<file path="src/rtl/lcd_frame_writer.sv">
// Display-side receiver: packs the PPU 2bpp pixel stream into bytes and writes
// them to the framebuffer through a small FIFO and a req/ack write port.
module lcd_frame_writer #(
  parameter int unsigned WIDTH      = 160,
  parameter int unsigned HEIGHT     = 144,
  parameter int unsigned FIFO_DEPTH = 4,
  parameter int unsigned ADR_W      = 13
) (
  input  logic             clk,
  input  logic             reset,
  input  logic             disp_on,
  input  logic             px_out,
  input  logic [1:0]       px,
  input  logic             vsync,
  output logic [ADR_W-1:0] fb_adr,
  output logic [7:0]       fb_dout,
  output logic             fb_we,
  input  logic             fb_ack,
  output logic             frame_done,
  output logic             overflow
);

  localparam int unsigned XW       = $clog2(WIDTH);
  localparam int unsigned YW       = $clog2(HEIGHT);
  localparam int unsigned PW       = $clog2(FIFO_DEPTH);
  localparam int unsigned CW       = PW + 1;
  localparam int unsigned LAST_ADR = WIDTH * HEIGHT / 4 - 1;

  logic [XW-1:0]    x_q, cur_x;
  logic [YW-1:0]    y_q, cur_y;
  logic [ADR_W-1:0] adr_q, cur_adr, adr_inc;
  logic [5:0]       acc_q, cur_acc;
  logic             disp_q;

  logic [ADR_W-1:0] mem_adr [FIFO_DEPTH];
  logic [7:0]       mem_dat [FIFO_DEPTH];
  logic [PW-1:0]    rd_q, wr_q, rd_next;
  logic [CW-1:0]    count_q, remain, count_next;

  logic             accept, byte_done, line_end, frame_end;
  logic             pop, full, push, drop;
  logic [7:0]       new_byte;
  logic [ADR_W-1:0] head_adr;
  logic [7:0]       head_dat;

  // Pixel position seen by the current strobe; vsync restarts it at (0,0)
  always_comb begin
    accept    = disp_on && px_out;
    cur_x     = vsync ? '0 : x_q;
    cur_y     = vsync ? '0 : y_q;
    cur_adr   = vsync ? '0 : adr_q;
    cur_acc   = vsync ? '0 : acc_q;
    byte_done = accept && (cur_x[1:0] == 2'b11);
    line_end  = accept && (cur_x == XW'(WIDTH - 1));
    frame_end = line_end && (cur_y == YW'(HEIGHT - 1));
    new_byte  = {cur_acc, px};
    adr_inc   = (cur_adr == ADR_W'(LAST_ADR)) ? '0 : cur_adr + ADR_W'(1);
  end

  // FIFO bookkeeping; a pop on the same edge frees room for a push into a full FIFO
  always_comb begin
    pop        = fb_we && fb_ack;
    full       = (count_q == CW'(FIFO_DEPTH));
    push       = byte_done && (!full || pop);
    drop       = byte_done && full && !pop;
    rd_next    = rd_q + PW'(pop);
    remain     = count_q - CW'(pop);
    count_next = remain + CW'(push);
    head_adr   = mem_adr[rd_next];
    head_dat   = mem_dat[rd_next];
    if (remain == '0) begin
      head_adr = cur_adr;
      head_dat = new_byte;
    end
  end

  always_ff @(posedge clk) begin
    if (reset) begin
      x_q        <= '0;
      y_q        <= '0;
      adr_q      <= '0;
      acc_q      <= '0;
      disp_q     <= 1'b0;
      frame_done <= 1'b0;
      overflow   <= 1'b0;
    end else begin
      disp_q     <= disp_on;
      frame_done <= frame_end;
      if (drop) begin
        overflow <= 1'b1;
      end else if (disp_on && !disp_q) begin
        overflow <= 1'b0;
      end
      if (!disp_on) begin
        x_q   <= '0;
        y_q   <= '0;
        adr_q <= '0;
        acc_q <= '0;
      end else if (accept) begin
        x_q   <= line_end ? '0 : cur_x + XW'(1);
        y_q   <= frame_end ? '0 : (line_end ? cur_y + YW'(1) : cur_y);
        acc_q <= {cur_acc[3:0], px};
        adr_q <= byte_done ? adr_inc : cur_adr;
      end else if (vsync) begin
        x_q   <= '0;
        y_q   <= '0;
        adr_q <= '0;
        acc_q <= '0;
      end
    end
  end

  // Write port: head of the FIFO is held in output registers
  always_ff @(posedge clk) begin
    if (reset) begin
      rd_q    <= '0;
      wr_q    <= '0;
      count_q <= '0;
      fb_we   <= 1'b0;
      fb_adr  <= '0;
      fb_dout <= '0;
    end else begin
      rd_q    <= rd_next;
      count_q <= count_next;
      fb_we   <= (count_next != '0);
      if (push) begin
        wr_q <= wr_q + PW'(1);
      end
      if (count_next != '0) begin
        fb_adr  <= head_adr;
        fb_dout <= head_dat;
      end
    end
  end

  // FIFO storage needs no reset; only entries counted by count_q are ever read
  always_ff @(posedge clk) begin
    if (push) begin
      mem_adr[wr_q] <= cur_adr;
      mem_dat[wr_q] <= new_byte;
    end
  end

endmodule

</file>
<file path="config.mk">
export PLATFORM = sky130hd
export DESIGN_NAME = lcd_frame_writer
export DESIGN_NICKNAME = d
export VERILOG_FILES = /design/src/rtl/lcd_frame_writer.sv
export SDC_FILE = /design/constraint.sdc
export NUM_CORES = 1
export LEC_CHECK = 0
export BUFFER_PORTS_ARGS = -buffer_cell sky130_fd_sc_hd__buf_4
export CAP_MARGIN = 20
export CELL_PAD_IN_SITES_DETAIL_PLACEMENT = 1
export CELL_PAD_IN_SITES_GLOBAL_PLACEMENT = 1
export CORE_MARGIN = 10
export CORE_UTILIZATION = 38
export CTS_CLUSTER_DIAMETER = 30
export DETAILED_ROUTE_END_ITERATION = 10
export PLACE_DENSITY = 0.62
export SYNTH_ARGS = -nofsm -noshare
export SYNTH_HDL_FRONTEND = slang
export SYNTH_SLANG_ARGS = --single-unit
</file>
<file path="constraint.sdc">
create_clock -name clk -period 2.75 [get_ports clk]
set_input_delay 0.55 -clock clk [delete_from_list [all_inputs] [get_ports clk]]
set_output_delay 0.55 -clock clk [all_outputs]
set_load 0.02 [all_outputs]
</file>
==> impl_metrics.json <==
{
  "layout-area-overhead-vs-synth_pct": 19.6,
  "p_leak_nw": 2.61,
  "cts_tree": "yes",
  "clk_path_buf_depth": 2,
  "num_vias": 4109,
  "root_buffer": "clkbuf_16",
  "n_antenna_cell": 0,
  "syn_inst": 500,
  "hpwl_um": 10100,
  "portBuffers": 31,
  "clk_pin_slew_ns": 0.06,
  "status": "complete, no violations",
  "routed_wl_um": 15300,
  "ir_drop_v": 0.000568,
  "multi_input_area_um2": 2440,
  "combPwrFrac_pct": 30.4,
  "pin_count": 32,
  "synth_edf_count": 84,
  "hold_depth": 1,
  "drv_cap": 0,
  "crit_start": "x_q[0]",
  "vias_per_cell": 5.23,
  "grt_max_degree": 32,
  "reg2reg_to": "fb_adr[8]",
  "finalWorstSetupSlack_ns": 0.0896,
  "grt_pass1_wl_um": 25000,
  "die_area_um2": 22700,
  "syn_area_per_cell_um2": 13.0,
  "worstPathRequired_ns": 3.04,
  "drt_iter0_markers": 188,
  "synthFlopType": "edfxtp_1",
  "numCtsBuffers": 17,
  "firstDrtPassIters": 4,
  "pwr-share-clk_pct": 32.5,
  "rsz0062_at_grt": "false",
  "pre_cts_ws_ns": -0.143,
  "cp_max_fo": 31,
  "layout-drive-gt1-share_pct": 25.6,
  "period_share_pct": 96.7,
  "hp-start": "px[1]",
  "max_freq_ghz": 0.376,
  "p_total_mw": 6.97,
  "synth_seq_area_share_pct": 59.5,
  "seqCellArea_um2": 3860,
  "ctsHoldBuffers": 0,
  "yosys_register_bits": 151,
  "place_area_um2": 7180,
  "final_cell_area_um2": 7760,
  "tns_ns": 0,
  "fp.dieH_um": 151,
  "power.switching_mw": 2.20,
  "antenna_left": 0,
  "clkLatencyLatePin_ns": 0.43,
  "clkSinkCount": 151,
  "syn_nets": 520,
  "netlist_area_um2": 6490,
  "htree_levels": 4,
  "grt_pass1_vias": 4516,
  "fillers": 1704,
  "ys_warn_count": 0,
  "hold_path.class": "primary input to flip-flop",
  "synth-async-reset-ratio_pct": 0,
  "wl_per_cell_um": 19.5,
  "place.gp.congestion": 0.772,
  "cp-start-kind": "flip-flop",
  "path_class": "flip-flop to flip-flop",
  "crit_arrival_ns": 2.95,
  "grt.total_usage_pct": 14.5,
  "num_rows": 47,
  "synth.distinct_cells": 48,
  "power_density_nw_per_um2": 897,
  "start_util_pct": 39.0,
  "intPower_mw": 4.77,
  "end_kind": "flip-flop",
  "cts_setup_buffers": 0,
  "swShare_pct": 31.6,
  "report.final.hold_viol_count": 0,
  "hold-path-endpoint": "mem_dat[2][1]",
  "drcViolationCount": 0,
  "rr_worst_depth": 10,
  "cts_resized": 0,
  "overflow": 0,
  "clock_skew_ns": 0.00759,
  "nets": 573,
  "maxSlewViolCount": 0,
  "core-area_um2": 16600,
  "r2r_start": "x_q[0]",
  "tightest_slew_ns": 0.618,
  "max-slew-margin-rel_pct": 58.7,
  "finalSetupViolCount": 0,
  "seqPwrFrac_pct": 37.1,
  "r2r_setup_slack_ns": 0.09,
  "antenna_found_initial": 0,
  "period_minus_slack_ns": 2.66,
  "utilization_pct": 46.7,
  "die_w_um": 151
}
routing by layer:
| metal | vias to the layer above | part of all wire [%] | global-route usage [%] |
|---|---|---|---|
| met5 | - | 0 | 0 |
| met4 | 0 | 0.93 | 4.48 |
| met3 | 12 | 3.4 | 4.23 |
| met2 | 42 | 51 | 25.1 |
| met1 | 2106 | 44 | 17.1 |
| li1 | 1949 | - | - |
metrics by stage:
stage | std cells | hold WS [ns]
final | 786 | 0.360
after global routing | 786 | 0.345
after CTS | 786 | 0.337
after detailed placement | 754 | 0.496
after global placement | 754 | 0.482
after floorplan | 500 | 0.460
sequential cells by signal, indices dropped and copies added (netlist names):
signal and flops:
x_q 8, overflow 1, fb_adr 13, frame_done 1, fb_dout 8, mem_dat 32, adr_q 13, mem_adr 52
count_q 3, y_q 8, wr_q 2, fb_we 1, acc_q 6, disp_q 1, rd_q 2
layout make-up:
cell class | count | share of cell area [%]
Sequential cell | 151 | 49.8
Multi-Input combinational cell | 307 | 31.4
Timing Repair Buffer | 62 | 7.28
Clock buffer | 23 | 6.03
Tap cell | 220 | 3.54
Clock inverter | 9 | 1.32
Inverter | 14 | 0.677
logic make-up (layout without fill, tap and decap cells):
| logic type | count (synthesis) | after routing | synth area share, % |
|---|---|---|---|
| flops | 151 | 151 | 59.5 |
| fa+ha+maj | 12 | 12 | 2.31 |
| compound gates | 52 | 52 | 8.19 |
| simple gates | 196 | 196 | 15.6 |
| xor+xnor | 19 | 19 | 2.80 |
| buf+inv | 42 | 108 | 3.22 |
| mux | 28 | 28 | 8.37 |
Yosys cell counts, types with 3 or more instances:
cell	instances	share of area (%)
nor2b_1	29	2.8
mux2i_1	7	1.1
and4b_1	3	0.46
inv_1	13	0.75
or3_1	4	0.39
dfxtp_1	67	21
nor4_1	4	0.39
a31o_2	3	0.40
nor2_1	43	2.5
xnor2_1	15	2.0
and4_1	4	0.54
a311oi_2	21	4.9
a21oi_1	13	1.0
buf_6	4	0.69
xor2_1	3	0.40
and2_1	8	0.77
nand2b_1	3	0.29
nor3_1	6	0.46
mux4_2	21	7.3
nand3_1	11	0.85
nand2_1	57	3.3
and3_1	4	0.39
or4_1	3	0.35
nand3b_1	3	0.35
buf_2	11	0.85
nand4_1	9	0.87
ha_1	12	2.3
o21ai_0	4	0.31
clkbuf_1	10	0.58
edfxtp_1	84	39
power groups by stage:
stage	logic [mW]	clock network (mW)	registers, mW
after floorplan	1.35	0	2.74
after global placement	2.06	0	2.63
after detailed placement	2.12	0	2.63
after CTS	2.15	2.33	2.59
after global routing	2.32	2.44	2.60
final	2.12	2.26	2.59
cell usage in the layout (no fill, tap or decap), types with 4 or more instances in the layout:
master / synthesis / layout
and4_1: 4 / 4
mux4_2: 21 / 21
xnor2_1: 15 / 15
nand3_1: 11 / 11
buf_12: 0 / 8
nand2_1: 57 / 57
a21oi_1: 13 / 13
inv_1: 13 / 13
buf_4: 2 / 54
nor2b_1: 29 / 29
nand4_1: 9 / 9
dfxtp_1: 67 / 67
a311oi_2: 21 / 21
nor3_1: 6 / 6
and3_1: 4 / 4
clkbuf_1: 10 / 4
nor2_1: 43 / 39
clkbuf_16: 0 / 17
edfxtp_1: 84 / 84
and2_1: 8 / 8
mux2i_1: 7 / 7
nor4_1: 4 / 4
nor2_2: 0 / 4
ha_1: 12 / 12
o21ai_0: 4 / 4
critical path, cell delays in order, from the launching register on:
cell and delay, ns:
dfxtp_1 0.34, nand4_1 0.26, a211oi_2 0.30, buf_4 0.16, ha_1 0.14, ha_1 0.16
xor3_1 0.24, or3_2 0.48, buf_12 0.20, nor2_1 0.15, a311oi_2 0.06
worst max path at each step:
stage	to	slack [ns]	depth (start not counted)
global placement	fb_dout[3]	-0.03	12
detailed placement	fb_dout[6]	-0.14	11
global route	fb_dout[4]	0.002	10
CTS	fb_adr[2]	0.04	10
floorplan	fb_adr[10]	0.04	11
finish	fb_adr[8]	0.09	10
(Power assumes the default switching activity.)
